### config.mk
export PLATFORM = sky130hd
export DESIGN_NAME = usb_pkt_serializer
export DESIGN_NICKNAME = d
export VERILOG_FILES = /design/src/rtl/usb_pkt_serializer.sv
export SDC_FILE = /design/constraint.sdc
export NUM_CORES = 1
export LEC_CHECK = 0
export BUFFER_PORTS_ARGS = -buffer_cell sky130_fd_sc_hd__buf_2
export CORE_MARGIN = 10
export CORE_UTILIZATION = 55
export CTS_CLUSTER_DIAMETER = 60
export DETAILED_ROUTE_END_ITERATION = 6
export PLACE_DENSITY = 0.78
export REMOVE_ABC_BUFFERS = 1
export SYNTH_ARGS = -nofsm -noshare
export SYNTH_HDL_FRONTEND = slang
export SYNTH_SLANG_ARGS = --single-unit
### constraint.sdc
create_clock -name clk -period 5.1 [get_ports clk]
set_input_delay 1.53 -clock clk [delete_from_list [all_inputs] [get_ports clk]]
set_output_delay 1.53 -clock clk [all_outputs]
set_load 0.01 [all_outputs]
### src/rtl/usb_pkt_serializer.sv
// USB packet serializer: builds SYNC + PID/~PID + payload + CRC and streams it LSB-first to the bit stuffer.
// Define USB_PKT_CRC_EN to generate CRC5/CRC16 internally; otherwise crc_in is latched and sent verbatim.
module usb_pkt_serializer #(
   parameter int         MAX_DATA_BYTES = 8,
   parameter logic [7:0] SYNC_PATTERN   = 8'h80,
   parameter int         LEN_W          = 7
) (
   input  logic                        clk,
   input  logic                        rst_n,
   input  logic [1:0]                  pkt_type,
   input  logic [3:0]                  pid,
   input  logic [10:0]                 token_fields,
   input  logic [8*MAX_DATA_BYTES-1:0] data,
   input  logic [LEN_W-1:0]            data_len,
   input  logic [15:0]                 crc_in,
   output logic                        free_inbound,
   output logic                        pkt_received,
   output logic                        len_err,
   input  logic                        pause,
   output logic                        start,
   output logic                        endr,
   output logic                        s_out,
   input  logic                        sent_pkt
);

   localparam int PAY_W = 8 * MAX_DATA_BYTES;
   localparam int SR_W  = 32 + PAY_W;
   localparam int CNT_W = $clog2(SR_W);

   localparam logic [1:0] PT_NONE  = 2'b00;
   localparam logic [1:0] PT_DATA  = 2'b01;
   localparam logic [1:0] PT_TOKEN = 2'b10;
   localparam logic [1:0] PT_HS    = 2'b11;

   typedef enum logic [1:0] {
      ST_IDLE,
      ST_START,
      ST_SHIFT,
      ST_EOP_WAIT
   } state_t;

   state_t           state_reg;
   state_t           state_next;
   logic [SR_W-1:0]  sr_reg;
   logic [CNT_W-1:0] cnt_reg;
   logic [CNT_W-1:0] last_reg;

   logic             len_ok;
   logic             load_en;
   logic             consume;
   logic             cur_bit;
   logic [CNT_W-1:0] pay_bits;
   logic [CNT_W-1:0] last_load;
   logic [PAY_W-1:0] pay_mask;
   logic [15:0]      head;
   logic [PAY_W+15:0] body;
   logic [SR_W-1:0]  load_vec;

   // Only data packets carry a length; oversize requests are rejected in IDLE.
   assign len_ok   = (pkt_type != PT_DATA) || (data_len <= LEN_W'(MAX_DATA_BYTES));
   assign pay_bits = CNT_W'({data_len, 3'b000});
   assign head     = {~pid, pid, SYNC_PATTERN};

   genvar gi;
   generate
      for (gi = 0; gi < PAY_W; gi++) begin : g_pay_mask
         assign pay_mask[gi] = (CNT_W'(gi) < pay_bits);
      end
   endgenerate

`ifndef USB_PKT_CRC_EN
   // External CRC goes out MSB first, so it is stored bit-reversed behind the fields.
   logic [15:0] crc16_rev;
   logic [4:0]  crc5_rev;

   generate
      for (gi = 0; gi < 16; gi++) begin : g_crc16_rev
         assign crc16_rev[gi] = crc_in[15-gi];
      end
      for (gi = 0; gi < 5; gi++) begin : g_crc5_rev
         assign crc5_rev[gi] = crc_in[4-gi];
      end
   endgenerate
`endif

   always_comb begin
      body      = '0;
      last_load = CNT_W'(15);
      case (pkt_type)
         PT_TOKEN: begin
            body[10:0] = token_fields;
`ifndef USB_PKT_CRC_EN
            body[15:11] = crc5_rev;
`endif
            last_load = CNT_W'(31);
         end
         PT_DATA: begin
            body[PAY_W-1:0] = data & pay_mask;
`ifndef USB_PKT_CRC_EN
            body = body | ({{PAY_W{1'b0}}, crc16_rev} << pay_bits);
`endif
            last_load = CNT_W'(31) + pay_bits;
         end
         PT_HS: begin
            last_load = CNT_W'(15);
         end
         default: begin
            last_load = CNT_W'(15);
         end
      endcase
   end

   assign load_vec = {body, head};

`ifdef USB_PKT_CRC_EN
   logic [1:0]       ptype_reg;
   logic [CNT_W-1:0] crc_start_reg;
   logic [CNT_W-1:0] crc_start_load;
   logic [4:0]       crc5_reg;
   logic [15:0]      crc16_reg;
   logic             in_crc;
   logic             feed_crc;
   logic             fb5;
   logic             fb16;

   assign crc_start_load = (pkt_type == PT_TOKEN) ? CNT_W'(27) : (CNT_W'(16) + pay_bits);
   assign in_crc   = (ptype_reg != PT_HS) && (cnt_reg >= crc_start_reg);
   assign feed_crc = (ptype_reg != PT_HS) && (cnt_reg >= CNT_W'(16)) && !in_crc;
   assign fb5      = sr_reg[0] ^ crc5_reg[4];
   assign fb16     = sr_reg[0] ^ crc16_reg[15];
   // The remainder is shifted out MSB first and inverted on the fly.
   assign cur_bit  = in_crc ? ~((ptype_reg == PT_TOKEN) ? crc5_reg[4] : crc16_reg[15]) : sr_reg[0];

   always_ff @(posedge clk or negedge rst_n) begin
      if (!rst_n) begin
         ptype_reg     <= PT_NONE;
         crc_start_reg <= '0;
         crc5_reg      <= '0;
         crc16_reg     <= '0;
      end else if (load_en) begin
         ptype_reg     <= pkt_type;
         crc_start_reg <= crc_start_load;
         crc5_reg      <= 5'h1F;
         crc16_reg     <= 16'hFFFF;
      end else if (consume) begin
         if (in_crc) begin
            crc5_reg  <= {crc5_reg[3:0], 1'b0};
            crc16_reg <= {crc16_reg[14:0], 1'b0};
         end else if (feed_crc) begin
            if (ptype_reg == PT_TOKEN) begin
               crc5_reg <= {crc5_reg[3:0], 1'b0} ^ (fb5 ? 5'h05 : 5'h00);
            end else begin
               crc16_reg <= {crc16_reg[14:0], 1'b0} ^ (fb16 ? 16'h8005 : 16'h0000);
            end
         end
      end
   end
`else
   assign cur_bit = sr_reg[0];
`endif

   always_ff @(posedge clk or negedge rst_n) begin
      if (!rst_n) begin
         state_reg <= ST_IDLE;
         sr_reg    <= '0;
         cnt_reg   <= '0;
         last_reg  <= '0;
      end else begin
         state_reg <= state_next;
         if (load_en) begin
            sr_reg   <= load_vec;
            cnt_reg  <= '0;
            last_reg <= last_load;
         end else if (consume) begin
            sr_reg  <= {1'b0, sr_reg[SR_W-1:1]};
            cnt_reg <= cnt_reg + CNT_W'(1);
         end
      end
   end

   always_comb begin
      state_next   = state_reg;
      free_inbound = 1'b0;
      pkt_received = 1'b0;
      len_err      = 1'b0;
      start        = 1'b0;
      endr         = 1'b0;
      s_out        = 1'b0;
      load_en      = 1'b0;
      consume      = 1'b0;
      case (state_reg)
         ST_IDLE: begin
            free_inbound = 1'b1;
            if (pkt_type != PT_NONE) begin
               if (!len_ok) begin
                  len_err = 1'b1;
               end else begin
                  pkt_received = 1'b1;
                  free_inbound = 1'b0;
                  load_en      = 1'b1;
                  state_next   = ST_START;
               end
            end
         end
         ST_START: begin
            // Bit 0 is only presented here; SHIFT consumes every bit including it.
            start      = 1'b1;
            s_out      = cur_bit;
            state_next = ST_SHIFT;
         end
         ST_SHIFT: begin
            s_out = cur_bit;
            if (!pause) begin
               consume = 1'b1;
               if (cnt_reg == last_reg) begin
                  endr       = 1'b1;
                  state_next = ST_EOP_WAIT;
               end
            end
         end
         ST_EOP_WAIT: begin
            if (sent_pkt) begin
               state_next = ST_IDLE;
            end else begin
               endr = 1'b1;
            end
         end
         default: begin
            state_next = ST_IDLE;
         end
      endcase
   end

endmodule

==> impl_results.md <==
* Outcome: finished, final reports clean
* Util after Layout at 63.40%
* Max FFs per register at 96
* Fin Hold WS at 0.5040 ns
* Num CTS Buffers at 9
* Core ar. at 0.01201 mm²
* All-Layer GR Usage at 24.56%
* Initial antenna violation count at 0
* Largest net degree at the start of global routing at 57
* PD cells at 469.1 mW/mm²
* Highest metal used: met4
* RD Place Congestion at 0.9233
* Area growth, synth to finish at 12.75%
* Ys flop type: dfrtp_1
* Crit. End Element: output pin
* Post-DP HPWL at 14,620 µm
* Leakage at 3.428 nW
* WL/cell at 22.29 µm
* Pre-CTS setup slack at 0.2764 ns
* Met2 wire len at 9774 µm
* Max-cap violation count at 0
* Distinct cells, synth at 67
* CTS tree: yes
* Pins Over Slew Limit at 0
* Vias/cell at 6.700
* Routed vias at 6,285
* Setup bufs post-CTS at 0
* N_diodes at 0
* RSZ-0062 raised after global routing: false
* I/O pin total at 114
* Critical Path RT at 3.57 ns
* Layout cells sized above 1 at 22.88%
* Commonest non-fill, non-tap cell in the layout: buf_2
* Seq/Total Area, Yosys at 40.76%
* Startpoint types: primary input
* Die width at 130.8 µm
* Worst rel slew slack at 26.33%
* Total Nets Final at 905
* Worst-margin pin slew at 1.090 ns
* CTS Buffer Depth at 2
* Hold Fails Final Rpt at 0
* Number of global-route vias before repair at 6,348
* DR pass1 iterations at 7
* Die ar. at 0.01711 mm²
* Grt total ovfl at 0
* Final Skew at 0.006441 ns
* Die extent in y at 130.8 µm
* Wl on met1 at 8660 µm
* Worst VDD drop at 0.0003096 V
* Crit path kind: in -> out
* Post-Syn Instances at 711
* WL met3 at 1799 µm
* DRC viols at 0
* Final ANT Viol Nets at 0
* FP Rows at 40
* Setup-failing EPs final at 0
* Syn Area/Cell at 9.499 µm²
* Port Buffers at 113
* Clk Latency, worst-skew pair at 0.36 ns
* Starting DRC count in detailed routing at 759
* Initial core utilization at 56.23%
* Mapped cell area at 0.006754 mm²
* Setup TNS at 0 ns
* H-tree depth at 3
* Commonest cells after routing, fill and taps aside: buf_2 (112), dfrtp_1 (110), nand2_1 (77)
* WL final at 20,900 µm
* Crit share post-route at 95.90%
* Crit-path max FO at 7
* EDFF count, synth at 0
* Number of fill cells at 1,023
* Peak Freq at 0.2045 GHz
* First-pass GRT wire length at 33,490 µm
* Root Buffer: clkbuf_16
* FFs w/ async S/R, synth at 100.0%
* PnR worst setup slack at 0.2093 ns
* PostCTS Resize Cnt at 0
* Hold_buf cts at 0
* Number of synthesized register bits at 110
* Synth Warn # at 0
* CTS clk-pin slew, worst paths at 0.08 ns
* CP arrival at 3.36 ns
* Tmin final at 4.891 ns
* Clock sink total at 110
* Hold Crit Class: reg -> reg
[through the flow]
stage | power [mW] | cells | instance area [µm²]
CTS | 3.558 | 938 | 7615
detailed placement | 2.810 | 922 | 7303
finish | 3.572 | 938 | 7615
global route | 3.784 | 938 | 7615
global placement | 2.730 | 922 | 7303
floorplan | 2.394 | 648 | 6434
[final timing paths]
check | from | end | slack (ns) | depth (start not counted)
max in group asynchronous | rst_n | sr_reg[63]$_DFFE_PN0P_ | 2.94 | 2
min in group asynchronous | rst_n | sr_reg[19]$_DFFE_PN0P_ | 1.17 | 1
worst max-delay path | data_len[0] | free_inbound | 0.21 | 9
worst max register to register | state_reg[0]$_DFFE_PN0P_ | sr_reg[50]$_DFFE_PN0P_ | 2.49 | 7
worst min register to register | sr_reg[7]$_DFFE_PN0P_ | sr_reg[7]$_DFFE_PN0P_ | 0.50 | 2
worst min-delay path | sr_reg[7]$_DFFE_PN0P_ | sr_reg[7]$_DFFE_PN0P_ | 0.50 | 2
[critical path: stages]
cell	delay (ns)
buf_2	0.10
inv_1	0.15
ha_1	0.23
ha_1	0.19
and2b_1	0.20
buf_4	0.17
o31ai_1	0.44
inv_1	0.16
buf_2	0.18
[synthesized netlist by cell type, drive strengths merged (2+ instances only)]
master     n  area, µm²
nor4       4      46.29
nand3      4      20.02
or3        4      30.03
a21oi     25      125.1
mux2      16      180.2
nand4      4      25.02
nor3       9      61.31
o32ai      9      101.4
mux2i     32      320.3
a211oi    16      120.1
nor2      26      97.59
nor3b      2      20.02
nor4b      2      30.03
xor2       9      78.83
a31oi     19      118.9
o21a       3      23.77
a22o      16      140.1
o22ai     53      331.6
nand2b     4      25.02
xnor2      2      17.52
nor2b     12      75.07
a22oi     25      187.7
nand3b    17      127.6
a32o       2      20.02
nand2     77      289.0
ha        11      137.6
clkbuf    37      140.1
o21ai     48      251.5
and2      10      62.56
or2        2      15.02
a2bb2oi   29      254.0
dfrtp    110       2753
or3b       2      17.52
o22a       7      61.31
a222oi     7      70.07
buf       26      180.2
o21bai     4      30.03
inv       13      53.80
[cell families after synthesis]
| logic type | after synthesis | share of synthesized area (%) |
|---|---|---|
| compound gates | 267 | 27.68 |
| simple gates | 188 | 15.15 |
| flops | 110 | 40.76 |
| buf+inv | 76 | 5.539 |
| mux | 48 | 7.410 |
| xor+xnor | 11 | 1.427 |
| fa+ha+maj | 11 | 2.038 |
[metal layers]
metal	vias up	track usage, %
li1	2833	-
met1	3082	32.61
met2	318	38.00
met3	52	5.963
met4	0	9.287
met5	-	0
[final cells by class]
| cell class | count | area [µm²] | area share (%) |
|---|---|---|---|
| multi-input cells | 525 | 3640 | 47.80 |
| clock inverters | 7 | 86.33 | 1.134 |
| inverters | 13 | 53.80 | 0.7065 |
| repair buffers | 127 | 673.1 | 8.840 |
| flip-flops and latches | 110 | 2753 | 36.15 |
| clock buffers | 9 | 225.2 | 2.958 |
| well taps | 147 | 183.9 | 2.415 |
[report_power, final]
part           total, mW  switching (mW)  leakage [nW]  internal (mW)
registers           1.43           0.212          1.40           1.22
clock network      0.752           0.358         0.156          0.394
logic               1.39           0.765          1.88          0.624
(Power assumes the default switching activity.)
